[config.mk]
export PLATFORM = sky130hd
export DESIGN_NAME = layer_exec_controller
export DESIGN_NICKNAME = d
export VERILOG_FILES = /design/src/rtl/layer_exec_controller.sv
export SDC_FILE = /design/constraint.sdc
export NUM_CORES = 1
export LEC_CHECK = 0
export ABC_AREA = 1
export CORE_MARGIN = 8
export CORE_UTILIZATION = 50
export CTS_CLUSTER_SIZE = 8
export DETAILED_ROUTE_END_ITERATION = 8
export PLACE_DENSITY_LB_ADDON = 0.3
export REMOVE_ABC_BUFFERS = 1
export SETUP_SLACK_MARGIN = 0.15
export SLEW_MARGIN = 15
export SYNTH_ARGS = -nofsm -noshare
export SYNTH_HDL_FRONTEND = slang
export SYNTH_SLANG_ARGS = --single-unit
[constraint.sdc]
create_clock -name clk -period 3 [get_ports clk]
set_clock_uncertainty 0.15 [all_clocks]
set_input_delay 0.3 -clock clk [delete_from_list [all_inputs] [get_ports clk]]
set_output_delay 0.3 -clock clk [all_outputs]
set_load 0.01 [all_outputs]
[src/rtl/layer_exec_controller.sv]
// Layer execution controller: runs compute, issues credit-limited pointer walks, drains
// responses, and grants config flips only when the core is idle with nothing in flight.
package flexpipe_pkg;
    localparam int EPOCH_WIDTH = 8;

    typedef struct packed {
        logic [31:0]            compute_cycles;
        logic [31:0]            pointer_walks;
        logic [EPOCH_WIDTH-1:0] epoch;
    } layer_config_t;
endpackage

module layer_exec_controller
    import flexpipe_pkg::*;
#(
    parameter int MAX_OUTSTANDING = 8,
    parameter int STALE_CNT_WIDTH = 16
) (
    input  logic                       clk,
    input  logic                       rst_n,
    input  layer_config_t              active_config,
    input  logic                       layer_start_pulse,
    input  logic                       request_flip,
    output logic                       flip_ack,
    output logic                       core_safe_to_flip,
    output logic                       no_outstanding_active,
    output logic                       walk_req_valid,
    input  logic                       walk_req_ready,
    output logic [31:0]                walk_req_idx,
    output logic [EPOCH_WIDTH-1:0]     walk_req_epoch,
    input  logic                       walk_rsp_valid,
    input  logic [EPOCH_WIDTH-1:0]     walk_rsp_epoch,
    output logic                       layer_done,
    output logic                       busy,
    output logic [STALE_CNT_WIDTH-1:0] stale_rsp_count,
    output logic                       protocol_err
);

    localparam int OCW = $clog2(MAX_OUTSTANDING) + 1;
    localparam logic [OCW-1:0] OUT_MAX  = OCW'(MAX_OUTSTANDING);
    localparam logic [OCW-1:0] OUT_ONE  = OCW'(1);
    localparam logic [OCW-1:0] OUT_ZERO = OCW'(0);

    typedef enum logic [2:0] {
        IDLE    = 3'd0,
        ARMED   = 3'd1,
        COMPUTE = 3'd2,
        WALK    = 3'd3,
        DRAIN   = 3'd4
    } state_t;

    state_t                     state_r, state_next_s;
    logic [31:0]                comp_cnt_r, comp_cnt_next_s;
    logic [31:0]                issued_r, issued_next_s;
    logic [31:0]                walks_r, walks_next_s;
    logic [EPOCH_WIDTH-1:0]     epoch_r, epoch_next_s;
    logic [OCW-1:0]             outstanding_r, outstanding_next_s;
    logic                       flip_ack_r, flip_ack_next_s;
    logic                       layer_done_r, layer_done_next_s;
    logic [STALE_CNT_WIDTH-1:0] stale_r, stale_next_s;
    logic                       perr_r, perr_next_s;
    logic                       fire_s, epoch_hit_s, rsp_match_s;

    assign walk_req_valid        = (state_r == WALK) && (issued_r < walks_r) && (outstanding_r < OUT_MAX);
    assign fire_s                = walk_req_valid && walk_req_ready;
    assign epoch_hit_s           = walk_rsp_valid && (walk_rsp_epoch == epoch_r);
    assign rsp_match_s           = epoch_hit_s && (outstanding_r != OUT_ZERO);
    assign walk_req_idx          = issued_r;
    assign walk_req_epoch        = epoch_r;
    assign flip_ack              = flip_ack_r;
    assign layer_done            = layer_done_r;
    assign core_safe_to_flip     = (state_r == IDLE);
    assign busy                  = (state_r != IDLE);
    assign no_outstanding_active = (outstanding_r == OUT_ZERO);
    assign stale_rsp_count       = stale_r;
    assign protocol_err          = perr_r;

    // Next-state and counter update logic
    always_comb begin
        state_next_s      = state_r;
        comp_cnt_next_s   = comp_cnt_r;
        issued_next_s     = issued_r;
        walks_next_s      = walks_r;
        epoch_next_s      = epoch_r;
        flip_ack_next_s   = 1'b0;
        layer_done_next_s = 1'b0;
        stale_next_s      = stale_r;
        perr_next_s       = perr_r;

        case ({fire_s, rsp_match_s})
            2'b10:   outstanding_next_s = outstanding_r + OUT_ONE;
            2'b01:   outstanding_next_s = outstanding_r - OUT_ONE;
            default: outstanding_next_s = outstanding_r;
        endcase

        if (walk_rsp_valid && !rsp_match_s && (stale_r != {STALE_CNT_WIDTH{1'b1}})) begin
            stale_next_s = stale_r + {{(STALE_CNT_WIDTH-1){1'b0}}, 1'b1};
        end else begin
            stale_next_s = stale_r;
        end

        // A start outside ARMED or a response nobody is waiting for is a protocol violation
        if ((layer_start_pulse && (state_r != ARMED)) || (epoch_hit_s && (outstanding_r == OUT_ZERO))) begin
            perr_next_s = 1'b1;
        end else begin
            perr_next_s = perr_r;
        end

        case (state_r)
            IDLE: begin
                if (request_flip && !flip_ack_r && (outstanding_r == OUT_ZERO)) begin
                    flip_ack_next_s = 1'b1;
                    state_next_s    = ARMED;
                end else begin
                    state_next_s    = IDLE;
                end
            end
            ARMED: begin
                if (layer_start_pulse) begin
                    comp_cnt_next_s = active_config.compute_cycles;
                    walks_next_s    = active_config.pointer_walks;
                    epoch_next_s    = active_config.epoch;
                    issued_next_s   = 32'd0;
                    if (active_config.compute_cycles != 32'd0) begin
                        state_next_s = COMPUTE;
                    end else if (active_config.pointer_walks != 32'd0) begin
                        state_next_s = WALK;
                    end else begin
                        state_next_s = DRAIN;
                    end
                end else begin
                    state_next_s = ARMED;
                end
            end
            COMPUTE: begin
                comp_cnt_next_s = comp_cnt_r - 32'd1;
                if (comp_cnt_r <= 32'd1) begin
                    state_next_s = (walks_r != 32'd0) ? WALK : DRAIN;
                end else begin
                    state_next_s = COMPUTE;
                end
            end
            WALK: begin
                // issued < walks whenever a fire happens, so issued+1 cannot wrap
                if (fire_s) begin
                    issued_next_s = issued_r + 32'd1;
                    if ((issued_r + 32'd1) == walks_r) begin
                        state_next_s = DRAIN;
                    end else begin
                        state_next_s = WALK;
                    end
                end else begin
                    state_next_s = WALK;
                end
            end
            DRAIN: begin
                if (outstanding_next_s == OUT_ZERO) begin
                    layer_done_next_s = 1'b1;
                    state_next_s      = IDLE;
                end else begin
                    state_next_s      = DRAIN;
                end
            end
            default: begin
                state_next_s = IDLE;
            end
        endcase
    end

    // State and counter registers
    always_ff @(posedge clk or negedge rst_n) begin
        if (!rst_n) begin
            state_r       <= IDLE;
            comp_cnt_r    <= 32'd0;
            issued_r      <= 32'd0;
            walks_r       <= 32'd0;
            epoch_r       <= {EPOCH_WIDTH{1'b0}};
            outstanding_r <= OUT_ZERO;
            flip_ack_r    <= 1'b0;
            layer_done_r  <= 1'b0;
            stale_r       <= {STALE_CNT_WIDTH{1'b0}};
            perr_r        <= 1'b0;
        end else begin
            state_r       <= state_next_s;
            comp_cnt_r    <= comp_cnt_next_s;
            issued_r      <= issued_next_s;
            walks_r       <= walks_next_s;
            epoch_r       <= epoch_next_s;
            outstanding_r <= outstanding_next_s;
            flip_ack_r    <= flip_ack_next_s;
            layer_done_r  <= layer_done_next_s;
            stale_r       <= stale_next_s;
            perr_r        <= perr_next_s;
        end
    end

endmodule

After elaboration in Yosys (flattened, before gate mapping)
Index checks and enable logic that the tools add are counted.

Register bits: 130. Latch bits: 0. Bits in writable memories: 0. ROM bits: 0. Bits of input ports: 86. Output and inout port bits: 63. Word-level logic and storage cells: 77. Memories kept: 0.

Add/sub/neg operators: 5. Multipliers: 0. Divide/modulo/power cells: 0. Magnitude comparators: 3. Equality and inequality tests: 12. Shifts and indexed selects: 0. Mux-type cells: 20. Bitwise logic cells: 0. Reduce and logical (&&, ||, !) cells: 27.

Operators with widths (number): $pmux 32 s2 (2); $mux 32 (3); $reduce_bool 32->1 (3); $add 32x1->32 const B (1); $eq 32x32->1 (1); $le 32x1->1 const B (1); $lt 32x32->1 (1); $sub 32x1->32 const B (1); $mux 3 (8); $add 16x1->16 const B (1); $ne 16x16->1 const B (1); $pmux 3 s5 (1); $logic_and 1x1->1 (11); $eq 8x8->1 (1); $logic_not 4->1 (2); $pmux 4 s2 (1); $eq 3x2->1 const B (2); $mux 1 (5); $add 4x1->4 const B (1); $lt 4x4->1 const B (1); $ne 2x2->1 const B (2); $reduce_and 2->1 (2); $reduce_bool 2->1 (2); $reduce_bool 4->1 (1); other kinds (11) (12).

Longest topological paths before layout
Word-level depth: 9. Mapped depth: 28. Gate-level depth less buffers: 28.

Worst setup path before layout
Ideal clock, no wire load.

Path type: register -> register. Start point: register issued_r[15] (netlist: walk_req_idx[15]). End point: register state_r[2]. Library setup time: 127 ps. Data arrival time: 2976 ps. Data required time: 2723 ps. Path slack: -253 ps. Stages on the path, launching flop included: 20. Path buffers: 0. Clock period less this slack: 3253 ps. Cell sequence: dfrtp_1 ha_1 nand2_1 nor4_1 nand2_1 nand2_1 nand2_1 nand4_1 nor2_4 inv_1 ha_1 inv_1 fa_1 xnor2_1 mux2_2 nor3_1 nand2_1 nand4_1 nand2_1 nand3b_1.

Word-level cells in the longest chain between the ends: 9. Elaborated cells on any way between the ends: 14. Those cells by class: 1 x add/sub; 1 x order compare; 3 x eq/ne; 5 x mux; 4 x reduce/logical.

Ends and longest elaborated chain: start: declaration (RTL line 54) `logic [31:0] issued_r, issued_next_s;`; start signal: assignment (RTL line 186) `issued_r <= issued_next_s;`; $lt 32x32->1 (*) (RTL line 64) `assign walk_req_valid = (state_r == WALK) && (issued_r < walks_r) && (outstanding_r < OUT_MAX);`; $logic_and 1x1->1 (*) (2 in a row) (RTL line 64); $logic_and 1x1->1 (*) (RTL line 65) `assign fire_s = walk_req_valid && walk_req_ready;`; $eq 2x1->1 / $eq 2x2->1 (equally long branches) (RTL line 90) `case ({fire_s, rsp_match_s})`; $pmux 4 s2 (*) (RTL line 90); named net outstanding_next_s[2] (RTL line 57) `logic [OCW-1:0] outstanding_r, outstanding_next_s;`; $logic_not 4->1 (*) (RTL line 157) `if (outstanding_next_s == OUT_ZERO) begin`; $mux 3 (*) (RTL line 157); $pmux 3 s5 (*) (RTL line 109) `case (state_r)`; named net state_next_s[2] (RTL line 52) `state_t state_r, state_next_s;`; end signal: assignment (RTL line 184) `state_r <= state_next_s;`; end: declaration (RTL line 52).

The timed path passes the listed nets; every way through them passes the cells marked *. A chain may end at the register's enable or synchronous reset.

Final worst setup path
Start point: register walks_r[21]. End point: register state_r[2].

Word-level cells in the longest chain between the ends: 9. Elaborated cells on any way between the ends: 16. Those cells by class: 1 x order compare; 3 x eq/ne; 7 x mux; 5 x reduce/logical.

Ends and longest elaborated chain: start: declaration (RTL line 55) `logic [31:0] walks_r, walks_next_s;`; start signal: assignment (RTL line 187) `walks_r <= walks_next_s;`; $lt 32x32->1 (*) (RTL line 64); $logic_and 1x1->1 (*) (2 in a row) (RTL line 64); $logic_and 1x1->1 (*) (RTL line 65); $eq 2x1->1 / $eq 2x2->1 (equally long branches) (RTL line 90); $pmux 4 s2 (*) (RTL line 90); named net outstanding_next_s[2] (RTL line 57); $logic_not 4->1 (*) (RTL line 157); $mux 3 (*) (RTL line 157); $pmux 3 s5 (*) (RTL line 109); named net state_next_s[2] (RTL line 52).

Marks and branches as above.

==> flow_summary.json <==
{
  "status": "complete, but fails checks",
  "violations": "negative setup slack",
  "synthFlopType": "dfrtp_1",
  "dp_hpwl_mm": 21.1,
  "synth.area.mux_share_pct": 0.371,
  "ys_seq_area_share_pct": 35.8,
  "syn2layout_area_growth_pct": 39.2,
  "grt_pass1_wl_mm": 45.7,
  "final_cell_mix": "356 x nand2_1, 169 x inv_1, 151 x nor2_1, 146 x clkdlybuf4s50_1",
  "clockBufferDepth": 2,
  "p_leak_nw": 5.93,
  "worst_pin_slew_ps": 998,
  "period_share_pct": 111,
  "overflow": 0,
  "yosys_warnings": 0,
  "dp.cells": 1787,
  "synth_compound_area_share_pct": 10.6,
  "die_h_um": 151,
  "fmax_ghz": 0.300,
  "cts_made_buffers": 17,
  "h-tree-depth": 4,
  "reg2reg_from": "walks_r[21]",
  "antenna_found_initial": 0,
  "grt_max_degree": 60,
  "routed_wirelength_mm": 28.4,
  "firstDrtPassIters": 7,
  "rsz0062_at_grt": "yes",
  "finalHoldViolCount": 0,
  "drv_slew": 0,
  "max-cap-violations": 0,
  "cellPowerDensity_nw_per_um2": 972,
  "worstSetupStartpoint": "walks_r[21]",
  "critPathLaunchType": "flip-flop",
  "drive_gt1_share_pct": 16.3,
  "clk_latency_ps": 430,
  "final_common_cell": "nand2_1",
  "row_count": 49,
  "syn_area_sq_um": 9100,
  "synth_seq_cells": 130,
  "finalSetupViolCount": 2,
  "grt_usage_pct": 25.1,
  "portBuffers": 148,
  "clock-root-buffer": "clkbuf_16",
  "worst_ep_required_time_ps": 3160,
  "die-area_sq_um": 22800,
  "critPathMaxFanout": 3,
  "wire_per_inst_um": 15.5,
  "syn_inst": 1324,
  "clk_pin_slew_ps": 60,
  "fin_ws_ps": -334,
  "yosys.area_share.adder_pct": 5.58,
  "fin_util_pct": 70.8,
  "avgViaCountPerCell": 5.38,
  "grt_pass1_vias": 9572,
  "drtAntennaViolNets": 0,
  "synth_top_family_by_area": "simple AND/OR/NAND/NOR gates",
  "hp-start": "active_config[0]",
  "drtIter0Drc": 660,
  "synth-xor-area-share_pct": 4.39,
  "start_util_pct": 50.8,
  "max_slew_margin_pct": 33.4,
  "synthSimpleGateAreaFrac_pct": 34.2,
  "diodes": 0,
  "synth-edff-count": 0,
  "die_width_um": 151,
  "gp_congestion": 0.915,
  "syn_avg_cell_area_sq_um": 6.87,
  "vias": 9882,
  "core_area_sq_um": 17900,
  "cts_num_sinks": 130,
  "nets": 1722,
  "critPathArrivalTime_ps": 3490,
  "ir_drop_v": 0.000689,
  "min_period_ps": 3330,
  "synthArstFlopShare_pct": 100,
  "cts_tree": "yes",
  "finalSetupTns_ps": -562,
  "worst_setup_path_end_kind": "flip-flop",
  "worst-setup-path-type": "reg2reg",
  "final_cells": 1838,
  "hp-class": "in2reg",
  "drc": 0,
  "top_level_ports": 149,
  "synth_cell_types": 46
}
cell families (layout without fill, tap and decap cells):
group                      count (synthesis)  in the layout
muxes                                      3              3
DFF                                      130            130
adders and majority gates                 40             40
and+or+nand+nor                          715            715
xor gates and xnor gates                  44             44
buffers and inverters                    215            500
AOI/OAI and AO/OA                        177            177
final timing paths:
check                               endpoint  slack (ps)  depth (start not counted)
min in group asynchronous     comp_cnt_r[17]         290                          2
max in group asynchronous   walk_req_idx[20]        1590                          3
min                        walk_req_epoch[0]         260                          3
min reg2reg                     protocol_err         330                          1
max reg2reg                       state_r[2]        -330                         20
max                               state_r[2]        -330                         20
worst max-delay path, stage by stage, from the launching register on:
cell      delay, ps
dfrtp_1         390
inv_2            80
ha_4            200
nand2_1          70
inv_1            50
o21bai_1        180
nand3_2         120
a21oi_2         170
nand4_1         170
nor2_4          130
inv_2            60
ha_4            170
buf_4           140
ha_4            210
xnor2_1         120
mux2_2          280
nor3_2          160
nand2_1          90
nand4_1          80
nand2_1          50
nand3b_1        140
timing repair:
action	4_1_cts	5_1_grt
endpoints found under the hold margin	49	0
pin swaps	18	21
hold buffers	1	0
gates resized for setup	29	39
buffers inserted	7	11
endpoints found under the setup margin	6	31
final cells by class:
cell class | count | area [sq um]
Multi-Input combinational cell | 979 | 5330
Fill cell | 1483 | 5240
Sequential cell | 130 | 3250
Timing Repair Buffer | 280 | 2490
Inverter | 188 | 706
Clock buffer | 18 | 429
Tap cell | 229 | 287
Clock inverter | 14 | 171
power by group:
group          switching (W)  internal (W)
Sequential          0.000659       0.00251
Combinational        0.00377       0.00322
Clock               0.000896       0.00126
cell usage after synthesis, drive strengths merged, types with 3 or more instances:
cell type | instances | area [sq um]
dfrtp | 130 | 3250
a21oi | 32 | 160
o21ai | 115 | 576
nor3 | 20 | 100
nor2 | 171 | 739
nand4 | 35 | 219
mux2 | 3 | 33.8
clkbuf | 20 | 75.1
nor4 | 13 | 87.6
nand3 | 89 | 450
xor2 | 34 | 298
ha | 39 | 488
nand3b | 4 | 30.0
and2 | 3 | 18.8
xnor2 | 9 | 78.8
nand2 | 377 | 1450
buf | 7 | 42.5
o22ai | 8 | 50.1
o221ai | 9 | 78.8
inv | 188 | 706
routing by layer:
layer  track usage [%]  vias to the layer above  wire [um]
met2              42.4                      432      13700
li1                  -                     4840          -
met5                 0                        -          0
met3              6.63                       66       2460
met1              29.7                     4544      11500
met4              10.2                        0        811
flip-flops by register name (all words and copies together) (netlist names):
signal	count
walks_r	32
state_r	3
protocol_err	1
flip_ack	1
walk_req_epoch	8
stale_rsp_count	16
walk_req_idx	32
layer_done	1
comp_cnt_r	32
outstanding_r	4
stage by stage:
| stage | hold WS [ps] | area [sq um] | setup WS, ps | power [W] |
|---|---|---|---|---|
| after detailed placement | 250 | 11600 | -525 | 0.00943 |
| after CTS | 253 | 12400 | -328 | 0.0119 |
| after global routing | 269 | 12700 | -508 | 0.0133 |
| after floorplan | -146 | 8980 | -404 | 0.00650 |
| after global placement | 236 | 11600 | -412 | 0.00926 |
| final | 261 | 12700 | -334 | 0.0123 |
(Power assumes the default switching activity.)
